## src/rtl/mult_share_pkg.sv

```systemverilog
// Shared types and constants for the multiplier-sharing controller.
package mult_share_pkg;

  localparam int DEF_WIDTH = 32;
  localparam int DEF_N_REQ = 4;

  typedef enum logic [1:0] {
    ST_IDLE  = 2'd0,
    ST_ISSUE = 2'd1,
    ST_BUSY  = 2'd2,
    ST_RESP  = 2'd3
  } state_e;

  // Width of a requester index; never narrower than one bit.
  function automatic int id_width(input int n);
    if (n <= 1) begin
      return 1;
    end else begin
      return $clog2(n);
    end
  endfunction

endpackage

```

## src/rtl/mult_share_ctrl_rr_arbiter.sv

```systemverilog
// Combinational round-robin arbiter: the winner is the first requester with
// req set, searching upward from the one after last_grant (wrapping).
module rr_arbiter
  import mult_share_pkg::*;
#(
  parameter int N_REQ = DEF_N_REQ,
  localparam int IDW = id_width(N_REQ)
) (
  input  logic [N_REQ-1:0] req,
  input  logic [IDW-1:0]   last_grant,
  output logic [N_REQ-1:0] grant,
  output logic [IDW-1:0]   grant_id
);

  logic [IDW-1:0] idx;
  logic           found;

  // Rotating priority search; the first hit after last_grant wins.
  always_comb begin
    grant    = '0;
    grant_id = '0;
    found    = 1'b0;
    idx      = '0;
    for (int k = 1; k <= N_REQ; k++) begin
      idx = IDW'((int'(last_grant) + k) % N_REQ);
      if (!found && req[idx]) begin
        found      = 1'b1;
        grant_id   = idx;
        grant[idx] = 1'b1;
      end else begin
        found = found;
      end
    end
  end

endmodule

```

## src/rtl/mult_share_ctrl.sv

```systemverilog
// Shares one sequential multiplier between N_REQ requesters: round-robin
// accept, start/done sequencing with a watchdog, and a single tagged
// response channel.
module mult_share_ctrl
  import mult_share_pkg::*;
#(
  parameter int N_REQ   = DEF_N_REQ,
  parameter int WIDTH   = DEF_WIDTH,
  parameter int TIMEOUT = 64,
  localparam int IDW    = id_width(N_REQ)
) (
  input  logic                   clk,
  input  logic                   rst,
  input  logic [N_REQ-1:0]       req_valid,
  output logic [N_REQ-1:0]       req_ready,
  input  logic [N_REQ*WIDTH-1:0] req_a,
  input  logic [N_REQ*WIDTH-1:0] req_b,
  output logic                   resp_valid,
  input  logic                   resp_ready,
  output logic [IDW-1:0]         resp_id,
  output logic [2*WIDTH-1:0]     resp_product,
  output logic                   resp_error,
  output logic                   mul_start,
  output logic [WIDTH-1:0]       mul_multiplicand,
  output logic [WIDTH-1:0]       mul_multiplier,
  input  logic [2*WIDTH-1:0]     mul_product,
  input  logic                   mul_done
);

  localparam int CW = $clog2(TIMEOUT + 1);

  state_e             state_q;
  logic [IDW-1:0]     last_grant_q;
  logic [IDW-1:0]     id_q;
  logic [WIDTH-1:0]   a_q;
  logic [WIDTH-1:0]   b_q;
  logic [CW-1:0]      cnt_q;
  logic [CW-1:0]      cnt_d;
  logic               mul_start_q;
  logic               resp_valid_q;
  logic [2*WIDTH-1:0] resp_product_q;
  logic               resp_error_q;

  logic [N_REQ-1:0]   grant;
  logic [IDW-1:0]     grant_id;
  logic [WIDTH-1:0]   sel_a;
  logic [WIDTH-1:0]   sel_b;

  rr_arbiter #(.N_REQ(N_REQ)) u_arb (
    .req        (req_valid),
    .last_grant (last_grant_q),
    .grant      (grant),
    .grant_id   (grant_id)
  );

  // Operand mux for the currently winning requester.
  always_comb begin
    sel_a = '0;
    sel_b = '0;
    for (int k = 0; k < N_REQ; k++) begin
      if (grant_id == IDW'(k)) begin
        sel_a = req_a[k*WIDTH +: WIDTH];
        sel_b = req_b[k*WIDTH +: WIDTH];
      end else begin
        sel_a = sel_a;
        sel_b = sel_b;
      end
    end
  end

  // Accept strobe is combinational so the grant lands in the IDLE cycle itself;
  // it is forced low while reset is held.
  always_comb begin
    if (state_q == ST_IDLE && !rst) begin
      req_ready = grant;
    end else begin
      req_ready = '0;
    end
  end

  // Saturating watchdog increment.
  always_comb begin
    if (cnt_q == CW'(TIMEOUT)) begin
      cnt_d = cnt_q;
    end else begin
      cnt_d = cnt_q + CW'(1);
    end
  end

  // Controller FSM with operand latches, watchdog and response registers.
  always_ff @(posedge clk or posedge rst) begin
    if (rst) begin
      state_q        <= ST_IDLE;
      last_grant_q   <= IDW'(N_REQ - 1);
      id_q           <= '0;
      a_q            <= '0;
      b_q            <= '0;
      cnt_q          <= '0;
      mul_start_q    <= 1'b0;
      resp_valid_q   <= 1'b0;
      resp_product_q <= '0;
      resp_error_q   <= 1'b0;
    end else begin
      mul_start_q <= 1'b0;
      case (state_q)
        ST_IDLE: begin
          if (|req_valid) begin
            id_q        <= grant_id;
            a_q         <= sel_a;
            b_q         <= sel_b;
            mul_start_q <= 1'b1;
            state_q     <= ST_ISSUE;
          end else begin
            state_q <= ST_IDLE;
          end
        end
        ST_ISSUE: begin
          cnt_q   <= '0;
          state_q <= ST_BUSY;
        end
        ST_BUSY: begin
          cnt_q <= cnt_d;
          // cnt_q == 0 marks the blanking cycle where a stale done is ignored.
          if ((cnt_q != '0) && mul_done) begin
            resp_product_q <= mul_product;
            resp_error_q   <= 1'b0;
            resp_valid_q   <= 1'b1;
            state_q        <= ST_RESP;
          end else if (cnt_d == CW'(TIMEOUT)) begin
            resp_product_q <= '0;
            resp_error_q   <= 1'b1;
            resp_valid_q   <= 1'b1;
            state_q        <= ST_RESP;
          end else begin
            state_q <= ST_BUSY;
          end
        end
        ST_RESP: begin
          if (resp_ready) begin
            resp_valid_q <= 1'b0;
            last_grant_q <= id_q;
            state_q      <= ST_IDLE;
          end else begin
            state_q <= ST_RESP;
          end
        end
        default: begin
          state_q <= ST_IDLE;
        end
      endcase
    end
  end

  assign mul_start        = mul_start_q;
  assign mul_multiplicand = a_q;
  assign mul_multiplier   = b_q;
  assign resp_valid       = resp_valid_q;
  assign resp_id          = id_q;
  assign resp_product     = resp_product_q;
  assign resp_error       = resp_error_q;

endmodule

```

## config.mk

```make
export PLATFORM = sky130hd
export DESIGN_NAME = mult_share_ctrl
export DESIGN_NICKNAME = d
export VERILOG_FILES = /design/src/rtl/mult_share_pkg.sv /design/src/rtl/mult_share_ctrl_rr_arbiter.sv /design/src/rtl/mult_share_ctrl.sv
export SDC_FILE = /design/constraint.sdc
export NUM_CORES = 1
export LEC_CHECK = 0
export ABC_AREA = 1
export CAP_MARGIN = 20
export CORE_AREA = 3 3 179 181
export CTS_BUF_LIST = sky130_fd_sc_hd__clkbuf_8
export CTS_CLUSTER_DIAMETER = 150
export DETAILED_ROUTE_END_ITERATION = 10
export DIE_AREA = 0 0 182 184
export DONT_BUFFER_PORTS = 1
export GPL_ROUTABILITY_DRIVEN = 0
export GPL_TIMING_DRIVEN = 0
export PLACE_DENSITY = 0.37
export SYNTH_ARGS = -nofsm -noshare
export SYNTH_HDL_FRONTEND = slang
export SYNTH_SLANG_ARGS = --single-unit
```

## constraint.sdc

```tcl
create_clock -name clk -period 13.7 [get_ports clk]
set_input_delay 2.74 -clock clk [delete_from_list [all_inputs] [get_ports clk]]
set_output_delay 2.74 -clock clk [all_outputs]
set_load 0.03 [all_outputs]
```

==> qor.csv <==
metric,value,unit
Worst-path clk slew,0.10,ns
CTS sink count,144,
Die ar.,33500,sq um
1st-iter DRT viols,437,
area share of the largest cell type after synthesis,0.434,
root buffer cell,clkbuf_8,
HPWL after DPL,27300,um
ys async rst share,1.00,
Post-synth EDFFs,0,
Final ANT Viol Nets,0,
Ant. Diodes,0,
post-CTS sizing,0,
most frequent cell after synthesis,nand2_1,
setup TNS,0,ns
layout cells sized above 1,0.0915,
final period utilization,0.494,
Via Count,7821,
Worst Max-Slew Pin Slew,0.728,ns
max_cap viols,0,
TritonCTS clock tree,done,
routed len/inst,21.8,um
Initial DRT Pass Iterations,4,
DP Worst Slack,6.96,ns
max_slew headroom,0.514,
path category of the worst min-delay check,flop to flop,
unrepaired setup endpoints after global routing,no,
CP arrival,4.03,ns
Final #Nets,1519,
YS warnings,0,
clk_skew,0.0133,ns
Starting Density,0.268,
sequential fraction of the synthesis area,0.440,
fin cells,1587,
input/output buffers,0,
later-pin clock latency in the skew report,0.46,ns
register area,3610,sq um
Achievable Freq,0.148,GHz
# IOs,465,
"crit path setup slack, layout",6.93,ns
Cell variety after synth,34,
status,completed,
"area leader, netlist",dfrtp_1,
Synth Flop Type,dfrtp_1,
dpl cells,1555,
cts hold-fix bufs,0,
Pins Over Slew Limit,0,
Routed Wire Length,34600,um
Die Y,184,um
H-tree Lvls,4,
GRT Util Overall,0.198,
total gr overflow,0,
Final setup viols,0,
chip width,182,um
vias per cell,4.93,
FILL cells,3399,
synth top area cells,"dfrtp_1 (43%), nand2_1 (22%), nand3_1 (8.3%), nor2_1 (6.6%), nand4_1 (5.2%)",
first-pass GRT wire length,50500,um
Core ar.,30600,sq um
crit end category,output pin,
Rows,64,
DRC viols,0,
Worst Setup Path Type,input pin to output pin,
worst endpoint required time,10.96,ns
CTS Buffer Depth,2,
vias in the first global route,7826,
post-synth net total,1499,
Layout area overhead,11.1,%
Synth Area per Inst,7.07,sq um
setup bufs post-CTS,0,
clock buffer count from CTS,17,
crit start category,input pin,
crit-path max FO,5,
Synth Instances,1158,
maximum number of pins on one net before global-route repair,74,
minimum clock period,6.77,ns
initial antenna violation count,3,
Multi-input gate area,4030,sq um
#FFs+latches synth,144,
synth cell count leaders,"nand2_1 (487), nor2_1 (143), dfrtp_1 (142)",
Final Hold Viols,0,
synthesized cell area,8190,sq um
[layout make-up]
| cell class | count | area share |
|---|---|---|
| multi-input cells | 901 | 0.443 |
| flip-flops and latches | 144 | 0.396 |
| well taps | 396 | 0.0545 |
| plain buffers | 78 | 0.0459 |
| clock buffers | 17 | 0.0257 |
| clock inverters | 15 | 0.0160 |
| inverters | 35 | 0.0155 |
| repair buffers | 1 | 0.00303 |
[sequential cells by signal, summed over array words and instances (netlist names)]
name	count
cnt_q	7
last_grant_q	2
mul_multiplicand	32
mul_multiplier	32
mul_start	1
resp_error	1
resp_id	2
resp_product	64
resp_valid	1
state_q	2
[metal layers]
metal | track usage | share of wire | vias up
met5 | 0 | 0.0012 | -
li1 | - | - | 3774
met2 | 0.344 | 0.50 | 337
met3 | 0.0831 | 0.10 | 40
met1 | 0.226 | 0.38 | 3664
met4 | 0.0500 | 0.020 | 6
[per-stage QoR]
stage                util  hold slack [ns]  instance area (sq um)
floorplan               -            0.490                   8190
global placement    0.284            0.538                   8680
detailed placement  0.285            0.537                   8720
CTS                 0.297            0.551                   9100
global route        0.297            0.605                   9100
finish              0.297            0.542                   9100
[cell families after synthesis]
group	after synthesis	share of synthesized area
adder cells (fa/ha/maj)	13	0.0199
flip-flops	144	0.440
XOR/XNOR	3	0.00321
AND/OR/NAND/NOR	851	0.444
buffers and inverters	113	0.0674
AO/OA/AOI/OAI	34	0.0248
[final timing paths]
| path | startpoint | to | slack (ns) | cells after the start |
|---|---|---|---|---|
| worst min-delay path | state_q[1] | state_q[1] | 0.54 | 1 |
| worst max-delay path | req_valid[2] | req_ready[0] | 6.93 | 9 |
| worst min register to register | state_q[1] | state_q[1] | 0.54 | 1 |
| max in group asynchronous | rst | mul_multiplicand[30] | 10.77 | 2 |
| min in group asynchronous | rst | resp_product[6] | 2.17 | 1 |
| worst max register to register | last_grant_q[1] | mul_multiplier[17] | 10.49 | 15 |
[critical path: stages]
cell,delay [ns]
inv_1,0.08
nand2_1,0.09
nand3_1,0.10
nand2_1,0.14
inv_1,0.16
nand3_2,0.14
o21ai_0,0.25
nand2_1,0.09
inv_1,0.23
[cells in the final DEF (no fill, tap or decap), types with 4 or more instances in the layout]
master,n
dfrtp_1,142
o22ai_1,4
inv_1,29
nand2_1,487
nand3_1,136
clkbuf_1,24
nor2_1,143
buf_4,6
inv_8,7
nand2_2,4
nand3_2,7
buf_6,7
o21ai_0,17
buf_2,40
ha_1,13
clkbuf_8,17
nand4_1,68
Power is left out: the tool's default activity adds up to more than one toggle a clock period on the data nets, which glitch-free logic cannot reach.
